File: config.mk
export PLATFORM = sky130hd
export DESIGN_NAME = pixel_sequencer
export DESIGN_NICKNAME = d
export VERILOG_FILES = /design/src/rtl/pixel_pkg.sv /design/src/rtl/gray_counter.sv /design/src/rtl/pixel_sequencer.sv
export SDC_FILE = /design/constraint.sdc
export NUM_CORES = 1
export LEC_CHECK = 0
export BUFFER_PORTS_ARGS = -buffer_cell sky130_fd_sc_hd__buf_2
export CAP_MARGIN = 20
export CORE_ASPECT_RATIO = 1.4
export CORE_MARGIN = 1
export CORE_UTILIZATION = 55
export DETAILED_ROUTE_END_ITERATION = 8
export MAX_ROUTING_LAYER = met4
export PLACE_DENSITY = 0.76
export SETUP_SLACK_MARGIN = 0.5
export SLEW_MARGIN = 20
export SYNTH_ARGS = -nofsm -noshare
export SYNTH_HDL_FRONTEND = slang
export SYNTH_SLANG_ARGS = --single-unit
export TNS_END_PERCENT = 20
File: constraint.sdc
create_clock -name clk -period 4.9 [get_ports clk]
set_clock_uncertainty 0.2 [all_clocks]
set_input_delay 0.49 -clock clk [delete_from_list [all_inputs] [get_ports clk]]
set_output_delay 0.49 -clock clk [all_outputs]
set_load 0.1 [all_outputs]
File: src/rtl/pixel_pkg.sv
// Shared definitions for the pixel array readout sequencer.
//   state_t      : sequencer phases
//   *_DEF        : default phase lengths and widths
//   max2()       : elaboration-time helper for sizing the shared phase counter
package pixel_pkg;

  typedef enum logic [2:0] {
    IDLE,
    ERASE,
    EXPOSE,
    CONVERT,
    READ
  } state_t;

  localparam int N_ROWS_DEF   = 2;
  localparam int C_ERASE_DEF  = 5;
  localparam int C_READ_DEF   = 5;
  localparam int ADC_BITS_DEF = 8;
  localparam int EXP_W_DEF    = 8;

  function automatic int max2(input int a, input int b);
    return (a > b) ? a : b;
  endfunction

endpackage

File: src/rtl/gray_counter.sv
// Ramp ADC code generator: binary counter with a registered Gray-coded copy.
//   clk, reset : clock, async active-high reset (count and gray -> 0)
//   clear      : synchronous reload to 0 (start of a convert phase)
//   enable     : advance by one
//   gray       : b ^ (b >> 1); holds its value while neither clear nor enable
module gray_counter #(
  parameter int ADC_BITS = 8
) (
  input  logic                clk,
  input  logic                reset,
  input  logic                clear,
  input  logic                enable,
  output logic [ADC_BITS-1:0] gray
);

  logic [ADC_BITS-1:0] bin;
  logic [ADC_BITS-1:0] bin_inc;

  assign bin_inc = bin + ADC_BITS'(1);

  always_ff @(posedge clk or posedge reset) begin
    if (reset) begin
      bin  <= '0;
      gray <= '0;
    end else if (clear) begin
      bin  <= '0;
      gray <= '0;
    end else if (enable) begin
      bin  <= bin_inc;
      gray <= bin_inc ^ (bin_inc >> 1);
    end
  end

endmodule

File: src/rtl/pixel_sequencer.sv
// Pixel array frame sequencer: ERASE -> EXPOSE -> CONVERT -> READ (row by row).
//   clk, reset          : clock, async active-high reset
//   start, continuous   : frame request (single-shot / free-running), seen in IDLE
//   abort               : synchronous return to IDLE, highest priority
//   expose_len          : exposure cycles, latched at frame start (0 acts as 1)
//   row_ready           : downstream accepts the row flagged by row_valid
//   erase/expose/convert: registered phase strobes
//   read                : one-hot row read strobe
//   gray                : Gray-coded ramp code during CONVERT
//   row_valid, row_idx  : last read cycle of current row / current row index
//   frame_done          : one-cycle pulse after the last row handoff
//   busy                : high whenever not IDLE
module pixel_sequencer
  import pixel_pkg::*;
#(
  parameter int N_ROWS   = N_ROWS_DEF,
  parameter int C_ERASE  = C_ERASE_DEF,
  parameter int C_READ   = C_READ_DEF,
  parameter int ADC_BITS = ADC_BITS_DEF,
  parameter int EXP_W    = EXP_W_DEF,
  localparam int RW      = (N_ROWS > 1) ? $clog2(N_ROWS) : 1
) (
  input  logic                clk,
  input  logic                reset,
  input  logic                start,
  input  logic                continuous,
  input  logic                abort,
  input  logic [EXP_W-1:0]    expose_len,
  input  logic                row_ready,
  output logic                erase,
  output logic                expose,
  output logic                convert,
  output logic [N_ROWS-1:0]   read,
  output logic [ADC_BITS-1:0] gray,
  output logic                row_valid,
  output logic [RW-1:0]       row_idx,
  output logic                frame_done,
  output logic                busy
);

  // One counter times every phase, so it must span the longest of them.
  localparam int PH_MAX = max2(max2(C_ERASE, 2**EXP_W), max2(2**ADC_BITS, C_READ));
  localparam int CW     = $clog2(PH_MAX + 1);

  localparam logic [CW-1:0]     ERASE_LAST = CW'(C_ERASE - 1);
  localparam logic [CW-1:0]     CONV_LAST  = CW'(2**ADC_BITS - 1);
  localparam logic [CW-1:0]     READ_LAST  = CW'(C_READ - 1);
  localparam logic [RW-1:0]     LAST_ROW   = RW'(N_ROWS - 1);
  localparam logic [N_ROWS-1:0] READ_FIRST = N_ROWS'(1);

  state_t            state, state_d;
  logic [CW-1:0]     cnt, cnt_d;
  logic [EXP_W-1:0]  exp_lat, exp_d;
  logic [CW-1:0]     exp_last;
  logic              erase_d, expose_d, convert_d, row_valid_d, frame_done_d;
  logic [N_ROWS-1:0] read_d;
  logic [RW-1:0]     row_idx_d;
  logic              go;
  logic              gc_clear, gc_en;

  assign exp_last = CW'(exp_lat) - CW'(1);
  assign busy     = (state != IDLE);

  always_comb begin
    state_d      = state;
    cnt_d        = cnt;
    exp_d        = exp_lat;
    erase_d      = erase;
    expose_d     = expose;
    convert_d    = convert;
    read_d       = read;
    row_idx_d    = row_idx;
    row_valid_d  = row_valid;
    frame_done_d = 1'b0;
    go           = 1'b0;
    gc_clear     = 1'b0;
    gc_en        = 1'b0;

    if (abort) begin
      state_d     = IDLE;
      cnt_d       = '0;
      erase_d     = 1'b0;
      expose_d    = 1'b0;
      convert_d   = 1'b0;
      read_d      = '0;
      row_idx_d   = '0;
      row_valid_d = 1'b0;
    end else begin
      case (state)
        IDLE: go = start | continuous;

        ERASE: begin
          if (cnt == ERASE_LAST) begin
            state_d  = EXPOSE;
            erase_d  = 1'b0;
            expose_d = 1'b1;
            cnt_d    = '0;
          end else begin
            cnt_d = cnt + CW'(1);
          end
        end

        EXPOSE: begin
          if (cnt == exp_last) begin
            state_d   = CONVERT;
            expose_d  = 1'b0;
            convert_d = 1'b1;
            cnt_d     = '0;
            gc_clear  = 1'b1;   // ramp code 0 on the first convert cycle
          end else begin
            cnt_d = cnt + CW'(1);
          end
        end

        CONVERT: begin
          if (cnt == CONV_LAST) begin
            // Ramp is not advanced on the last cycle: gray keeps its final code.
            state_d     = READ;
            convert_d   = 1'b0;
            read_d      = READ_FIRST;
            row_idx_d   = '0;
            row_valid_d = (READ_LAST == '0);
            cnt_d       = '0;
          end else begin
            cnt_d = cnt + CW'(1);
            gc_en = 1'b1;
          end
        end

        READ: begin
          if (row_valid) begin
            // Last read cycle of the row: hold everything until accepted.
            if (row_ready) begin
              cnt_d = '0;
              if (row_idx == LAST_ROW) begin
                read_d       = '0;
                row_valid_d  = 1'b0;
                row_idx_d    = '0;
                frame_done_d = 1'b1;
                state_d      = IDLE;
                go           = continuous;
              end else begin
                read_d      = read << 1;
                row_idx_d   = row_idx + RW'(1);
                row_valid_d = (READ_LAST == '0);
              end
            end
          end else begin
            cnt_d       = cnt + CW'(1);
            row_valid_d = ((cnt + CW'(1)) == READ_LAST);
          end
        end

        default: state_d = IDLE;
      endcase

      if (go) begin
        state_d = ERASE;
        erase_d = 1'b1;
        cnt_d   = '0;
        exp_d   = (expose_len == '0) ? EXP_W'(1) : expose_len;
      end
    end
  end

  always_ff @(posedge clk or posedge reset) begin
    if (reset) begin
      state      <= IDLE;
      cnt        <= '0;
      exp_lat    <= EXP_W'(1);
      erase      <= 1'b0;
      expose     <= 1'b0;
      convert    <= 1'b0;
      read       <= '0;
      row_idx    <= '0;
      row_valid  <= 1'b0;
      frame_done <= 1'b0;
    end else begin
      state      <= state_d;
      cnt        <= cnt_d;
      exp_lat    <= exp_d;
      erase      <= erase_d;
      expose     <= expose_d;
      convert    <= convert_d;
      read       <= read_d;
      row_idx    <= row_idx_d;
      row_valid  <= row_valid_d;
      frame_done <= frame_done_d;
    end
  end

  gray_counter #(
    .ADC_BITS (ADC_BITS)
  ) u_gray (
    .clk    (clk),
    .reset  (reset),
    .clear  (gc_clear),
    .enable (gc_en),
    .gray   (gray)
  );

endmodule

==> results of run 1 <==
==> metal layers <==
layer	vias up	GRT usage	wire, um
met4	0	0.0909	97
met2	40	0.435	3060
li1	1129	-	-
met1	1092	0.298	2470
met5	-	-	0
met3	9	0.0457	173
==> layout by cell type, fill, tap and decap left out, types with 3 or more instances in the layout <==
cell type	synthesis	layout
nand3b_1	3	3
ha_1	7	7
inv_1	13	13
o221ai_1	6	6
nor2_1	21	21
xor2_1	9	9
nor2b_1	4	4
a21oi_1	10	10
a32oi_1	3	3
nand2_1	32	32
mux2_2	6	6
o311ai_0	5	5
and3_1	8	8
buf_2	0	30
nor3_1	9	8
xnor2_1	14	14
nand3_1	12	12
and2_1	5	5
dfrtp_1	42	42
clkbuf_8	0	6
or3b_2	3	3
o31ai_1	4	4
o21ai_0	18	18
==> through the flow <==
step / hold slack, ns / worst slack, ns / utilization
2_1_floorplan: 0.311 / 2.12 / -
3_3_place_gp: 0.265 / 1.88 / 0.618
3_5_place_dp: 0.279 / 1.82 / 0.618
4_1_cts: 0.142 / 1.80 / 0.643
5_1_grt: 0.184 / 1.46 / 0.644
6_report: 0.122 / 1.77 / 0.644
==> sequential cells by signal, indices dropped and copies added, names as in the netlist, 2 cells and up <==
register / cells
u_gray.bin: 7
state: 3
u_gray.gray: 8
exp_lat: 8
cnt: 9
read: 2
==> power breakdown <==
group          total, mW  switching (mW)  internal [mW]
clock network      0.292           0.127          0.165
registers          0.423          0.0385          0.384
logic              0.223           0.139         0.0833
==> worst register-to-register path, cell delays in order, from the launching register on <==
cell	delay, ns
dfrtp_1	0.46
ha_1	0.27
and3_1	0.20
and3_1	0.19
nand3_1	0.10
inv_1	0.06
ha_1	0.23
nand2b_1	0.16
a32oi_1	0.53
o211a_1	0.38
o21ai_0	0.12
o21ai_0	0.16
==> layout make-up <==
class	count	area share
tap	62	0.0259
timing repair buffer	31	0.0527
clock inverter	2	0.0117
sequential	43	0.360
multi-input combinational	225	0.506
inverter	13	0.0163
clock buffer	6	0.0276
==> path summary, 6_finish.rpt <==
check / end / slack (ns) / cells past startpoint / startpoint
worst max-delay path: cnt[0] / 1.77 / 11 / cnt[0]
worst min-delay path: erase / 0.12 / 3 / reset
worst max register to register: cnt[0] / 1.77 / 11 / cnt[0]
worst min register to register: read[1] / 0.29 / 2 / read[1]
max in group asynchronous: exp_lat[0] / 4.01 / 3 / reset
min in group clk: exp_lat[1] / 0.23 / 3 / expose_len[1]
==> kinds of logic (layout without fill, tap and decap cells) <==
logic type | after synthesis | in the layout | share of synthesized area
buf+inv | 33 | 52 | 0.0497
simple gates | 117 | 117 | 0.227
fa+ha+maj | 7 | 7 | 0.0322
compound gates | 70 | 70 | 0.184
mux | 7 | 7 | 0.0285
xor+xnor | 24 | 24 | 0.0823
flops | 43 | 43 | 0.396
==> impl_metrics.env, run 1 <==
export IMPL_fp_dieW_um=61.4
export IMPL_finish_instance_area_um2=2990
export IMPL_fin_tns_setup_ns=0
export IMPL_gp_congestion=0.845
export IMPL_synth_most_common_cell="dfrtp_1"
export IMPL_dieHeight_um=85.2
export IMPL_fin_crit_sh=0.639
export IMPL_synth_ff_type="dfrtp_1"
export IMPL_slew_headroom=0.533
export IMPL_finalNonFillerCells=382
export IMPL_p_per_area_nw_per_um2=313
export IMPL_initial_core_util=0.586
export IMPL_grt_usage=0.257
export IMPL_critical_path_endpoint_type="flop"
export IMPL_worstSkewPairLatency_ns=0.30
export IMPL_antenna_found_initial=0
export IMPL_grt_max_degree=44
export IMPL_grt_overflow=0
export IMPL_hold_viol=0
export IMPL_hold_class="in2async"
export IMPL_tritoncts="built"
export IMPL_die_area_um2=5230
export IMPL_dp_cells=374
export IMPL_yosys_top_cells_area="dfrtp_1, xnor2_1, nand2_1"
export IMPL_fillers=423
export IMPL_ios=31
export IMPL_cts_buffers=5
export IMPL_drive_gt1_frac=0.169
export IMPL_yosysUniqueCellTypes=59
export IMPL_cts_hold_buffers=0
export IMPL_clkSinkCount=43
export IMPL_initialDrtViolationCount=88
export IMPL_path_buf_inv=1
export IMPL_regArea_um2=1080
export IMPL_dp_hpwl_um=4110
export IMPL_dr_total_vias=2270
export IMPL_crit_type="reg2reg"
export IMPL_antenna_diode_count=0
export IMPL_wl_per_cell_um=15.2
export IMPL_yosysWarnings=0
export IMPL_synth_avg_cell_area_um2=9.04
export IMPL_drt_first_pass_iters=4
export IMPL_core_area_um2=4640
export IMPL_critPathSlowestCell="a32oi_1"
export IMPL_htree_levels=2
export IMPL_synth_edf_count=0
export IMPL_worstPathCellList="ha_1 > and3_1 > and3_1 > nand3_1 > inv_1 > ha_1 > nand2b_1 > a32oi_1 > o211a_1 > o21ai_0 > o21ai_0"
export IMPL_area_delta_synth_final_pct=9.98
export IMPL_yosysSeqAreaShare=0.396
export IMPL_dpl_instance_area_um2=2870
export IMPL_num_rows=29
export IMPL_routed_wl_um=5800
export IMPL_rsz0062_at_grt="no"
export IMPL_drv_cap=0
export IMPL_postCtsSetupRepairBufs=0
export IMPL_ys_ff_latch=43
export IMPL_cts_resized=0
export IMPL_yosysTopAreaCell="dfrtp_1"
export IMPL_via_per_inst=5.94
export IMPL_grt_first_pass_wirelength_um=9830
export IMPL_clk_path_buf_depth=2
export IMPL_synthTopCellsByCount="dfrtp_1, nand2_1, nor2_1"
export IMPL_setup_viol=0
export IMPL_worstMarginPinSlew_ns=0.699
export IMPL_clock_root_buffer="clkbuf_8"
export IMPL_critPathTopFamily="compound AO/OA/AOI/OAI gates"
export IMPL_grt_pass1_vias=2145
export IMPL_leakagePower_nw=1.34
export IMPL_synth_cells=301
export IMPL_drcViolationCount=0
export IMPL_cp_max_fo=8
export IMPL_max_freq_mhz=319
export IMPL_cp_start_kind="flop"
export IMPL_max_stage_delay_ns=0.53
export IMPL_required_ns=4.93
export IMPL_portBuffers=30
export IMPL_drv_slew=0
export IMPL_ant_nets=0
export IMPL_irDropWorstVdd_mv=0.227
export IMPL_multiInputGateArea_um2=1510
export IMPL_nets=340
export IMPL_fin_crit_ns=3.13
export IMPL_synthesis_area_um2=2720
export IMPL_power_mw=0.937
export IMPL_synth_top_area_frac=0.386
export IMPL_arrival_ns=3.16
export IMPL_status="completed"
export IMPL_syn_num_nets=322
export IMPL_clkTransAtPathRegs_ns=0.09
export IMPL_synthArstFlopShare=1.00
Power figures use the tool's default switching activity.
==> inputs of run 2 (changes only) <==
--- a/config.mk
+++ b/config.mk
@@ -5,6 +5,7 @@
 export SDC_FILE = /design/constraint.sdc
 export NUM_CORES = 1
 export LEC_CHECK = 0
+export ABC_AREA = 1
 export BUFFER_PORTS_ARGS = -buffer_cell sky130_fd_sc_hd__buf_2
 export CAP_MARGIN = 20
 export CORE_ASPECT_RATIO = 1.4
@@ -12,7 +13,7 @@
 export CORE_UTILIZATION = 55
 export DETAILED_ROUTE_END_ITERATION = 8
 export MAX_ROUTING_LAYER = met4
-export PLACE_DENSITY = 0.76
+export PLACE_DENSITY = 0.75
 export SETUP_SLACK_MARGIN = 0.5
 export SLEW_MARGIN = 20
 export SYNTH_ARGS = -nofsm -noshare
==> constraint.sdc (replaced) <==
create_clock -name clk -period 3.3 [get_ports clk]
set_clock_uncertainty 0.2 [all_clocks]
set_input_delay 0.33 -clock clk [delete_from_list [all_inputs] [get_ports clk]]
set_output_delay 0.33 -clock clk [all_outputs]
set_load 0.1 [all_outputs]
==> run 2 against run 1 <==
  * Sequential power increased by 100%
  * Synthesized cell count grew 31%
  * Wire length rose by 9.9%
  * Global-route usage grew 0.61 points
  * Final cell count rose by 29%
  * Critical path depth is 2 higher
  * Setup slack lost 0.92 ns
  * Die area is 7.2% higher
  * Critical path type unchanged
  * Critical endpoint is now read[1]
  * Largest power group is now combinational cells
  * Highest routed layer unchanged
==> impl_metrics.env, run 2 <==
export IMPL_synth_xor_area_frac=0.0390
export IMPL_arrival_ns=2.47
export IMPL_die_area_um2=5610
export IMPL_grt_overflow=0
export IMPL_ios=31
export IMPL_drv_cap=0
export IMPL_grt_first_pass_wirelength_um=11300
export IMPL_max_freq_mhz=408
export IMPL_synth_cells=394
export IMPL_clkTransAtPathRegs_ns=0.09
export IMPL_dr_total_vias=2550
export IMPL_multiInputGateArea_um2=1500
export IMPL_synth_avg_cell_area_um2=7.41
export IMPL_via_per_inst=5.18
export IMPL_drive_gt1_frac=0.181
export IMPL_antenna_found_initial=0
export IMPL_dp_hpwl_um=4880
export IMPL_required_ns=3.32
export IMPL_postCtsSetupRepairBufs=0
export IMPL_p_per_area_nw_per_um2=919
export IMPL_largest_reg_flops=9
export IMPL_yosys_top_cells_area="dfrtp_1, nand2_1, inv_1"
export IMPL_yosysSeqAreaShare=0.369
export IMPL_gp_congestion=0.910
export IMPL_area_delta_synth_final_pct=9.94
export IMPL_tritoncts="built"
export IMPL_synthArstFlopShare=1.00
export IMPL_yosysTopAreaCell="dfrtp_1"
export IMPL_synth_compound_area_share=0.0844
export IMPL_dieHeight_um=88.2
export IMPL_synthSimpleGateAreaFrac=0.358
export IMPL_cp_max_fo=6
export IMPL_grt_pass1_vias=2575
export IMPL_initial_core_util=0.566
export IMPL_synth_ff_type="dfrtp_1"
export IMPL_irDropWorstVdd_mv=0.729
export IMPL_grt_met1_usage=0.288
export IMPL_rsz0062_at_grt="no"
export IMPL_synth_edf_count=0
export IMPL_fillers=475
export IMPL_portBuffers=30
export IMPL_hold_viol=0
export IMPL_antenna_diode_count=0
export IMPL_fin_crit_sh=0.743
export IMPL_yosysWarnings=0
export IMPL_clock_root_buffer="clkbuf_8"
export IMPL_max_flop_register="cnt"
export IMPL_layout_common_cells="nand2_1, inv_1, nand3_1"
export IMPL_cp_start_kind="flop"
export IMPL_routed_wl_um=6380
export IMPL_fin_crit_ns=2.45
export IMPL_ys_ff_latch=43
export IMPL_drt_first_pass_iters=4
export IMPL_drv_slew=0
export IMPL_setup_viol=0
export IMPL_utilization=0.622
export IMPL_grtUsageMet2=0.490
export IMPL_num_rows=31
export IMPL_r2r_slack_ns=0.85
export IMPL_leakagePower_nw=1.77
export IMPL_grt_usage=0.263
export IMPL_top_usage_layer="met2"
export IMPL_hold_class="in2reg"
export IMPL_crit_type="reg2reg"
export IMPL_synth_top_family_by_area="simple AND/OR/NAND/NOR gates"
export IMPL_core_area_um2=5160
export IMPL_initialDrtViolationCount=129
export IMPL_slew_headroom=0.601
export IMPL_grt_max_degree=29
export IMPL_synthesis_area_um2=2920
export IMPL_clk_path_buf_depth=2
export IMPL_synth_top_area_frac=0.360
export IMPL_gr_usage_met3=0.0374
export IMPL_synthTopCellsByCount="nand2_1, inv_1, nand3_1"
export IMPL_worstMarginPinSlew_ns=0.597
export IMPL_yosysUniqueCellTypes=39
export IMPL_synthAdderAreaFrac=0.0300
export IMPL_synth_most_common_cell="nand2_1"
export IMPL_clkSinkCount=43
export IMPL_status="completed"
export IMPL_ant_nets=0
export IMPL_nets=446
export IMPL_drcViolationCount=0
export IMPL_cts_buffers=5
export IMPL_fin_tns_setup_ns=0
export IMPL_wl_per_cell_um=13.0
export IMPL_regArea_um2=1080
export IMPL_final_common_cell="nand2_1"
export IMPL_htree_levels=2
export IMPL_critical_path_endpoint_type="flop"
export IMPL_syn_num_nets=415
export IMPL_synthMuxAreaShare=0
export IMPL_worstSkewPairLatency_ns=0.29
export IMPL_fp_dieW_um=63.6
export IMPL_reg_top3="cnt: 9 flops, exp_lat: 8 flops, u_gray.gray: 8 flops"
## run 2: final timing paths
kind                         endpoint           from  cells past startpoint
setup / recovery              read[1]         cnt[1]                     13
hold / removal             exp_lat[6]  expose_len[6]                      3
setup reg to reg              read[1]         cnt[1]                     13
hold reg to reg                expose         expose                      2
max in group asynchronous  exp_lat[0]          reset                      4
min in group asynchronous      cnt[3]          reset                      3
## run 2: repair_timing
action | 4_1_cts | 5_1_grt
resized for setup | 0 | 1
hold buffers | 1 | 0
endpoints found under the hold margin | 27 | 0
setup endpoints to repair | 0 | 3
## run 2: metal layers
layer  vias up  share of wire
met1      1194           0.42
li1       1311              -
met2        36           0.54
met4         0          0.017
met5         -              0
met3         9          0.022
## run 2: kinds of logic after synthesis
kind of cell / Yosys count
simple gates: 210
buf+inv: 81
flops: 43
compound gates: 40
xor+xnor: 13
fa+ha+maj: 7
## run 2: worst max-delay path: stages, from the launching register on
cell,delay [ns]
dfrtp_1,0.43
ha_1,0.22
nand3_1,0.12
nand3b_1,0.20
nor2_1,0.10
inv_1,0.05
nor2_1,0.12
ha_1,0.17
nor2_1,0.05
nand2_1,0.10
nand2_2,0.10
a31oi_4,0.23
nand4_1,0.14
o22ai_1,0.13
## run 2: final cells by class
type                       instances  area share
multi-input combinational        270       0.466
sequential                        43       0.336
inverter                          72      0.0850
timing repair buffer              33      0.0546
tap                               66      0.0257
clock buffer                       7      0.0238
clock inverter                     1     0.00935
## run 2: stage by stage
stage	std cells	power (mW)	setup WS, ns	cell area [um2]	hold WS [ns]
floorplan	394	2.26	0.870	2920	0.240
global placement	483	2.49	0.902	3090	0.251
detailed placement	483	2.54	0.838	3090	0.267
CTS	492	2.96	0.774	3210	0.0646
global route	492	3.17	0.548	3210	0.0760
finish	492	2.95	0.849	3210	0.0701
## run 2: report_power, final
| part | internal, mW | switching [mW] |
|---|---|---|
| Sequential | 0.691 | 0.164 |
| Combinational | 0.430 | 1.26 |
| Clock | 0.227 | 0.179 |
==> inputs of run 3 (changes only) <==
--- a/config.mk
+++ b/config.mk
@@ -10,10 +10,10 @@
 export CAP_MARGIN = 20
 export CORE_ASPECT_RATIO = 1.4
 export CORE_MARGIN = 1
-export CORE_UTILIZATION = 55
+export CORE_UTILIZATION = 53
 export DETAILED_ROUTE_END_ITERATION = 8
 export MAX_ROUTING_LAYER = met4
-export PLACE_DENSITY = 0.75
+export PLACE_DENSITY = 0.76
 export SETUP_SLACK_MARGIN = 0.5
 export SLEW_MARGIN = 20
 export SYNTH_ARGS = -nofsm -noshare
==> constraint.sdc (replaced) <==
create_clock -name clk -period 2.2 [get_ports clk]
set_clock_uncertainty 0.2 [all_clocks]
set_input_delay 0.22 -clock clk [delete_from_list [all_inputs] [get_ports clk]]
set_output_delay 0.22 -clock clk [all_outputs]
set_load 0.1 [all_outputs]
==> run 3 against run 2 <==
  * The run now ends with negative hold slack, negative setup slack left
  * Sequential power up 50%
  * Flip-flop and latch count unchanged
  * Largest cell class unchanged
  * Final cell count up 6.3%
  * Final area up 14%
  * Count of clock-buffer cells in the layout is 2 lower
  * Power grew 61%
==> impl_metrics.env, run 3 (synthesized netlist as in run 2, its figures left out) <==
export IMPL_final_common_cell="nand2_1"
export IMPL_finalWorstSetupSlack_ns=-0.0807
export IMPL_grt_usage=0.251
export IMPL_worstSkewPairLatency_ns=0.30
export IMPL_max_flop_register="cnt"
export IMPL_clock_root_buffer="clkbuf_8"
export IMPL_dr_total_vias=2718
export IMPL_holdWs_ns=-0.0152
export IMPL_fillers=432
export IMPL_hold_depth=3
export IMPL_leakagePower_nw=1.95
export IMPL_ant_nets=0
export IMPL_layout_common_cells="nand2_1, inv_1, dfrtp_1"
export IMPL_antenna_diode_count=0
export IMPL_fin_crit_ns=2.28
export IMPL_r2r_start="exp_lat[0]"
export IMPL_ios=31
export IMPL_routed_wl_um=6640
export IMPL_fin_crit_sh=1.04
export IMPL_irDropWorstVdd_mv=0.634
export IMPL_clkSinkCount=43
export IMPL_min_from="expose_len[2]"
export IMPL_dp_hpwl_um=4750
export IMPL_core_area_um2=5240
export IMPL_rr_endpoint="cnt[0]"
export IMPL_largest_reg_flops=9
export IMPL_arrival_ns=2.27
export IMPL_htree_levels=2
export IMPL_cp_max_fo=8
export IMPL_worstMarginPinSlew_ns=0.566
export IMPL_drv_cap=0
export IMPL_critPathSlowestCell="dfstp_2"
export IMPL_status="finished with violations"
export IMPL_hold_end="exp_lat[2]"
export IMPL_drcViolationCount=0
export IMPL_setup_viol=28
export IMPL_initialDrtViolationCount=165
export IMPL_hold_class="in2reg"
export IMPL_slew_headroom=0.622
export IMPL_grt_overflow=0
export IMPL_startpoint="exp_lat[0]"
export IMPL_area_delta_synth_final_pct=25.6
export IMPL_drive_gt1_frac=0.298
export IMPL_cts_buffers=5
export IMPL_critical_path_endpoint_type="flop"
export IMPL_crit_type="reg2reg"
export IMPL_max_freq_mhz=438
export IMPL_path_buf_inv=2
export IMPL_clkTransAtPathRegs_ns=0.08
export IMPL_rr_worst_depth=15
export IMPL_portBuffers=30
export IMPL_r2r_slack_ns=-0.08
export IMPL_grt_pass1_vias=2693
export IMPL_initial_core_util=0.558
export IMPL_fp_dieW_um=64.7
export IMPL_num_rows=31
export IMPL_nets=477
export IMPL_clk_path_buf_depth=2
export IMPL_violations="negative hold slack, negative setup slack"
export IMPL_p_per_area_nw_per_um2=1300
export IMPL_drt_first_pass_iters=4
export IMPL_worstPathCellList="inv_4 > ha_4 > inv_2 > nand2_1 > nand2_1 > nor2_1 > nand2_1 > nor2_1 > nand2_2 > nor2_4 > nand2_4 > nand2_4 > nand3_4 > nand3_2 > nand2_2"
export IMPL_reg_top3="cnt: 9 flops, exp_lat: 8 flops, u_gray.gray: 8 flops"
export IMPL_fin_tns_setup_ns=-1.37
export IMPL_wl_per_cell_um=12.7
export IMPL_die_area_um2=5820
export IMPL_drv_slew=0
export IMPL_tritoncts="built"
export IMPL_grt_first_pass_wirelength_um=11400
export IMPL_via_per_inst=5.20
export IMPL_critPathTopFamily="simple AND/OR/NAND/NOR gates"
export IMPL_dieHeight_um=89.8
export IMPL_required_ns=2.19
export IMPL_gp_congestion=0.881
export IMPL_hold_viol=2
export IMPL_rsz0062_at_grt="yes"
export IMPL_antenna_found_initial=0
export IMPL_path_common_cell="nand2_1"
export IMPL_max_stage_delay_ns=0.56
export IMPL_cp_start_kind="flop"
export IMPL_grt_max_degree=44
==> run 3: cell count changes in the layout (fill, tap and decap cells not counted), moves of 4 or more <==
cell,before,now
nand3_2,3,15
o21ai_0,15,10
inv_1,65,58
nand2_1,99,94
buf_4,2,19
nand3_1,44,32
ha_1,7,3
dlygate4sd3_1,1,9
o21ai_1,7,11
inv_2,6,10
nand2_4,2,7
buf_6,0,5
==> run 3: final cells by class <==
type | instances | area, um2 | share of cell area
multi-input cells | 270 | 1630 | 0.445
clock inverters | 3 | 43.8 | 0.0119
flip-flops and latches | 43 | 1080 | 0.295
well taps | 66 | 82.6 | 0.0225
repair buffers | 64 | 479 | 0.131
clock buffers | 5 | 68.8 | 0.0188
inverters | 72 | 278 | 0.0757
==> run 3: metrics by stage <==
step,cell area [um2],instances,setup WS (ns),util,power [mW]
finish,3670,523,-0.0807,0.700,4.76
global route,3670,523,-0.207,0.700,5.11
CTS,3570,518,-0.0944,0.681,4.73
detailed placement,3270,498,-0.135,0.624,3.96
global placement,3270,498,-0.0625,0.624,3.89
floorplan,2980,394,0.0386,-,3.47
==> run 3: report_power, final <==
| part | leakage (nW) | total, mW | switching (mW) | internal [mW] |
|---|---|---|---|---|
| registers | 0.550 | 1.28 | 0.237 | 1.04 |
| clock network | 0.0581 | 0.620 | 0.282 | 0.338 |
| logic | 1.35 | 2.87 | 2.03 | 0.840 |
==> run 3: worst max path at each step <==
stage	depth (start not counted)	end	slack [ns]
3_3_place_gp	15	cnt[0]	-0.06
5_1_grt	14	read[0]	-0.21
6_report	15	cnt[0]	-0.08
3_5_place_dp	13	read[1]	-0.14
4_1_cts	15	cnt[1]	-0.09
2_1_floorplan	13	read[1]	0.04
==> run 3: worst min-delay path: cells and delay by family <==
family / cells / cell delay [ns]
AOI/OAI and AO/OA: 1 / 0.07
buffers and inverters: 2 / 0.16
==> run 3: per-layer routing <==
metal  routed length [um]  vias up  global-route usage
li1                     -     1370                   -
met1                 2800     1286               0.290
met2                 3520       50               0.431
met3                  180       12              0.0368
met4                  137        0              0.0926
met5                    0        -                   -
==> run 3: repair_timing <==
item	in CTS	in global routing
cloned	0	1
pin swaps	17	8
endpoints found under the setup margin	43	43
resized for setup	25	14
hold endpoints to repair	49	0
setup buffers	3	4
hold buffers	9	0
